File: config.mk
export PLATFORM = sky130hd
export DESIGN_NAME = ip_daec_encoder
export DESIGN_NICKNAME = d
export VERILOG_FILES = /design/src/rtl/ip_daec_encoder.sv
export SDC_FILE = /design/constraint.sdc
export NUM_CORES = 1
export LEC_CHECK = 0
export BUFFER_PORTS_ARGS = -buffer_cell sky130_fd_sc_hd__buf_2
export CORE_UTILIZATION = 55
export CTS_CLUSTER_SIZE = 8
export DETAILED_ROUTE_END_ITERATION = 10
export PLACE_DENSITY = 0.79
export RECOVER_POWER = 50
export SYNTH_ARGS = -nofsm -noshare
export SYNTH_HDL_FRONTEND = slang
export SYNTH_SLANG_ARGS = --single-unit
File: constraint.sdc
create_clock -name clk -period 2.2 [get_ports clk]
set_input_delay 0.44 -clock clk [delete_from_list [all_inputs] [get_ports clk]]
set_output_delay 0.44 -clock clk [all_outputs]
set_load 0.01 [all_outputs]
File: src/rtl/ip_daec_encoder.sv
// rtl/ip_daec_encoder.sv - IP-DAEC 64-bit data to 80-bit codeword encoder, two-stage pipeline
// Parity symbols: P0 = XOR of data bytes, P1 = XOR of byte_i * alpha^i over GF(2^8)/0x11D.
module ip_daec_encoder #(
  parameter int CNT_W = 16
) (
  input  logic             clk,
  input  logic             rst_n,
  input  logic             in_valid,
  output logic             in_ready,
  input  logic [63:0]      data_in,
  output logic             out_valid,
  input  logic             out_ready,
  output logic [79:0]      codeword_out,
  input  logic             cnt_clr,
  output logic [CNT_W-1:0] enc_count
);

  function automatic logic [7:0] xtime(input logic [7:0] b);
    xtime = {b[6:0], 1'b0} ^ (b[7] ? 8'h1D : 8'h00);
  endfunction

  // Multiply by alpha^n through n successive xtime steps (n is a constant per byte lane).
  function automatic logic [7:0] mul_alpha_pow(input logic [7:0] b, input int n);
    logic [7:0] r;
    r = b;
    for (int k = 0; k < 8; k++) begin
      if (k < n) r = xtime(r);
    end
    mul_alpha_pow = r;
  endfunction

  logic [7:0]  prod_in [8];
  logic        s1_valid;
  logic [63:0] s1_data;
  logic [7:0]  s1_prod [8];
  logic        s2_valid;
  logic [79:0] s2_code;
  logic        s2_load;
  logic        in_fire;
  logic        out_fire;
  logic [7:0]  p0;
  logic [7:0]  p1;

  for (genvar i = 0; i < 8; i++) begin : g_prod
    assign prod_in[i] = mul_alpha_pow(data_in[8*i +: 8], i);
  end

  assign s2_load  = s1_valid & (~s2_valid | out_ready);
  assign in_ready = ~s1_valid | s2_load;
  assign in_fire  = in_valid & in_ready;
  assign out_fire = s2_valid & out_ready;

  always_comb begin
    p0 = 8'h00;
    p1 = 8'h00;
    for (int i = 0; i < 8; i++) begin
      p0 = p0 ^ s1_data[8*i +: 8];
      p1 = p1 ^ s1_prod[i];
    end
  end

  // Stage 1: data plus the eight lane products; data only captured on a real transfer.
  always_ff @(posedge clk or negedge rst_n) begin
    if (!rst_n) begin
      s1_valid <= 1'b0;
      s1_data  <= 64'h0;
      for (int i = 0; i < 8; i++) s1_prod[i] <= 8'h00;
    end else if (in_ready) begin
      s1_valid <= in_valid;
      if (in_fire) begin
        s1_data <= data_in;
        for (int i = 0; i < 8; i++) s1_prod[i] <= prod_in[i];
      end
    end
  end

  always_ff @(posedge clk or negedge rst_n) begin
    if (!rst_n) begin
      s2_valid <= 1'b0;
      s2_code  <= 80'h0;
    end else if (s2_load) begin
      s2_valid <= 1'b1;
      s2_code  <= {p1, p0, s1_data};
    end else if (out_ready) begin
      s2_valid <= 1'b0;
    end
  end

  assign out_valid    = s2_valid;
  assign codeword_out = s2_code;

  always_ff @(posedge clk or negedge rst_n) begin
    if (!rst_n) begin
      enc_count <= '0;
    end else if (cnt_clr) begin
      enc_count <= '0;
    end else if (out_fire && (enc_count != {CNT_W{1'b1}})) begin
      enc_count <= enc_count + 1'b1;
    end
  end

endmodule

# [Word level (Yosys, flattened, before mapping)]
# Cells that the tools add are included.
# W data, S select, Z words.
[classes] addsub=1 n_eq_ne=1 n_mux=32 n_bitwise=49 n_reduce_logical=4
[op_table] cell="$xor A8 B5 Y8" n=28
[op_table] cell="$mux W5" n=28
[op_table] cell="$xor A8 B8 Y8" n=14
[op_table] cell="$mux W16" n=2
[op_table] cell="$add A16 B1 Y16 const B" n=1
[op_table] cell="$ne A16 B16 Y1 const B" n=1
[op_table] cell="$reduce_bool A2 Y1" n=2
[op_table] cell="$and A1 B1 Y1" n=3
[op_table] cell="$mux W1" n=2
[op_table] cell="$not A1 Y1" n=2
[op_table] cell="$or A1 B1 Y1" n=2
[op_table] cell="$reduce_and A2 Y1" n=1
[op_table] cell="$logic_and A1 B1 Y1" n=1
[word_totals] regBits=226 in_bits=69 out_inout_bits=98 wordCells=100

# [Logic depth before layout (Yosys ltp)]
[logic_depth] word_depth=14 depth_mapped=6 depth_no_buf=5

# [Worst setup path before layout]
# No wires, ideal clock.
[synth_timing] kind="register to register" startpoint="reg enc_count[0]" endpoint="reg enc_count[8]" setup_ps=78 arrival_ps=1811 t_required_ps=2122 path_slack_ps=311 path_stages_with_launch=7 path_buffers=1 synth_period_minus_slack_ps=1889 cell_sequence="dfrtp_1 ha_1 nand2_1 or3_1 buf_2 or4_1 a21oi_1"
[synth_via] elab_chain_cells=3 elab_cells_between_ends=6 classes_between="add/sub: 1; eq/ne: 1; mux: 2; reduce/logical: 2"
[synth_rtl] element="from (decl)" line="15" rtl="output logic [CNT_W-1:0] enc_count"
[synth_rtl] element="from (signal assigned)" line="98" rtl="enc_count <= enc_count + 1'b1;"
[synth_rtl] element="$add A16 B1 Y16 / $ne A16 B16 Y1 (equally long branches)" line="98, 97"
[synth_rtl] element="$mux W16 / $logic_and A1 B1 Y1 (equally long branches)" line="97" rtl="end else if (out_fire && (enc_count != {CNT_W{1'b1}})) begin"
[synth_rtl] element="$mux W16 / $reduce_bool A2 Y1 (equally long branches)"
# Several ways; a longest one is shown, not always the timed one. The select of a mux whose other input is x is not followed.
# A chain may end at the register's enable or synchronous reset.

# [Worst setup path after layout]
[layout_timing] startpoint="reg s1_valid" endpoint="reg s1_data[0]"
[layout_via] elab_chain_cells=4 elab_cells_between_ends=5 classes_between="bitwise: 4; reduce/logical: 1"
[layout_rtl] element="from (decl)" line="33" rtl="logic s1_valid;"
[layout_rtl] element="from (signal assigned)" line="69" rtl="s1_valid <= in_valid;"
[layout_rtl] element="$and A1 B1 Y1 / $not A1 Y1 (equally long branches)" line="48, 49"
[layout_rtl] element="$or A1 B1 Y1 (*)" line="49" rtl="assign in_ready = ~s1_valid | s2_load;"
[layout_rtl] element="$and A1 B1 Y1" line="50" rtl="assign in_fire = in_valid & in_ready;"
[layout_rtl] element="$reduce_and A2 Y1 (no source line) (*)"
[layout_rtl] element="to (signal assigned)" line="71" rtl="s1_data <= data_in;"
[layout_rtl] element="to (decl)" line="34" rtl="logic [63:0] s1_data;"
# Mark *: on every way between the ends. The rest lies on a longest branch, timed or not.

==> out/qor.yml <==
outcome: "complete, no violations"
worst_pin_slew_ns: 0.924
grt_pass1_vias: 6255
sw_frac_of_total_pct: 29.8
total_power_uw: 12100
ys_top_cells_by_count: "dfrtp_1 (203), xnor2_1 (158), mux2_2 (136)"
synthMuxAreaShare_pct: 16.6
vias: 5974
async_reset_ff_share_pct: 100
hold_viol_final: 0
die_w_um: 132
cts-buffers-inserted: 29
cts_tree: "done"
die_area_um2: 17400
yosysMostFrequentCell: "dfrtp_1"
synth_ff_type: "dfrtp_1"
end_kind: "flop"
clock.fmax_mhz: 495
dp_hpwl_mm: 14.5
io_pins: 167
clock_power_share_pct: 30.9
cts_hold_buf: 1
wl_per_cell_um: 17.6
crit_type: "reg2reg"
die_y_um: 132
seq_area_frac_synth_pct: 54.9
antenna_found_initial: 0
drv_slew: 0
grt_max_degree: 85
synth_compound_area_share_pct: 4.26
setup_slack_ns: 0.180
port_buffers: 166
path_max_fanout: 54
pre_cts_slack_ns: 0.226
syn_inst: 735
synth-simple-area-share_pct: 5.70
cts.sinks: 203
slew_headroom_pct: 38.4
fillers: 1288
grt_pass1_wl_mm: 32.7
p_int_uw: 8530
tns_ns: 0
rsz0062_at_grt: "false"
num_antenna_cells: 0
cap_violations: 0
synth-xor-area-share_pct: 17.0
post_cts_buffers: 0
drt_pre_antenna_iters: 4
synth_top_area_cell: "dfrtp_1"
p_leak_uw: 0.00480
drt-initial-drc-count: 292
netlist_area_um2: 9260
layout_min_cycle_time_ns: 2.02
cts_root_buf: "clkbuf_16"
drive_gt1_share_pct: 36.3
start_util_pct: 56.0
slowest_stage: "nand2_1"
clkTransAtPathRegs_ns: 0.05
gr-usage-all-layers_pct: 23.9
ant_nets: 0
seqPwrFrac_pct: 42.1
core_area_um2: 16500
post_cts_resize_count: 0
finalSetupViolCount: 0
drc: 0
synth_edf_count: 0
overflow: 0
ys_ff_latch: 203
synth_area_leaders: "dfrtp_1 (55%), mux2_2 (17%), xnor2_1 (15%)"
rows: 47
ir_drop_mv: 0.602
min_period_over_period_pct: 91.8
nets: 985
ys_types: 33
combPwrFrac_pct: 27.0
critPathRequiredTime_ns: 2.59
skew_ns: 0.0120
synth_warnings: 0
h-tree-depth: 1
syn_avg_cell_area_um2: 12.6
clk_path_buf_depth: 3
synth_top_family_by_area: "XOR/XNOR gates"
power.switching_uw: 3620
syn-num-nets: 805
area_growth_syn_to_layout_pct: 20.0
cp_cell_sequence: "nand3b_1 > nand2_1 > buf_12 > mux2_2"
critPathMaxStageDelay_ns: 0.62
synth_top_area_share_pct: 54.9
synth_fa_ha_area_share_pct: 0.135
routed_wl_mm: 20.0
vias_per_cell: 5.26
gp_congestion: 0.802
power_density_nw_per_um2: 1090
hold_class: "in2reg"
clk_latency_ns: 0.52
start_kind: "flop"
cp.arrival_ns: 2.41
cells in the final DEF, fill, tap and decap left out, types with 2 or more instances in the layout:
cell type / netlist / final
dfrtp_1: 203 / 203
xnor2_1: 158 / 158
buf_2: 9 / 149
mux2_2: 136 / 136
nand2_1: 63 / 62
o21ai_0: 53 / 53
clkbuf_16: 0 / 29
xor2_1: 22 / 22
clkbuf_1: 14 / 17
a21oi_1: 9 / 9
nor2_1: 7 / 7
nor3_1: 7 / 7
nand2b_1: 5 / 5
or3_1: 5 / 5
nand3_1: 5 / 5
o31ai_1: 5 / 5
a31oi_1: 5 / 5
buf_4: 0 / 5
nor2b_1: 3 / 3
or4_1: 3 / 3
buf_12: 0 / 3
nand4_1: 2 / 2
o21bai_1: 2 / 2
clkbuf_4: 0 / 2
logic make-up after synthesis:
kind of cell,count (synthesis)
fa+ha+maj,1
compound gates,74
flops,203
mux,137
xor+xnor,180
simple gates,109
buf+inv,31
per-layer routing:
layer  wire length [um]  up-vias  global-route usage [%]
met2               9670      180                    39.3
met4                312        0                    6.27
met3               1110       25                    4.00
li1                   -     2840                       -
met1               8920     2929                    33.0
met5                  0        -                       0
registers in the layout (all words and copies together) (netlist names):
| name | flops |
|---|---|
| codeword_out | 80 |
| s1_prod | 41 |
| enc_count | 16 |
| out_valid | 1 |
| s1_data | 64 |
| s1_valid | 1 |
metrics by stage:
step	area [um2]	util (%)	instances	hold slack, ns
after floorplan	9260	-	735	0.144
after global placement	10400	63.0	1103	0.299
after detailed placement	10400	63.0	1103	0.300
after CTS	11200	67.6	1135	0.133
after global routing	11100	67.2	1135	0.127
final	11100	67.2	1135	0.144
path summary, 6_finish.rpt:
kind / start / to / slack (ns) / depth (start not counted)
hold / removal: in_valid / s1_valid / 0.14 / 2
setup / recovery: s1_valid / s1_data[0] / 0.18 / 4
min in group asynchronous: rst_n / codeword_out[13] / 0.58 / 2
max in group asynchronous: rst_n / s1_data[55] / 0.37 / 3
setup reg to reg: s1_valid / s1_data[0] / 0.18 / 4
hold reg to reg: codeword_out[70] / codeword_out[70] / 0.47 / 2
worst max-delay path: cells and delay by family (launching register included):
| kind | cells | cell delay [ns] |
|---|---|---|
| muxes | 1 | 0.40 |
| buffers and inverters | 1 | 0.34 |
| DFF | 1 | 0.40 |
| and+or+nand+nor | 2 | 0.75 |
area by class of cell:
class	instances	area, um2	share of cell area [%]
Clock buffer	29	726	6.53
Clock inverter	2	16.3	0.146
Inverter	1	3.75	0.0338
Multi-Input combinational cell	501	4060	36.5
Sequential cell	203	5080	45.7
Tap cell	220	275	2.48
Timing Repair Buffer	179	948	8.54
power by group through the flow:
stage	registers (uW)	clock network [uW]	logic, uW
detailed placement	5170	0	3340
finish	5110	3760	3280
CTS	5110	3840	3360
global route	5210	4010	3590
floorplan	5260	0	2000
global placement	5130	0	3280
Power figures use the tool's default switching activity.
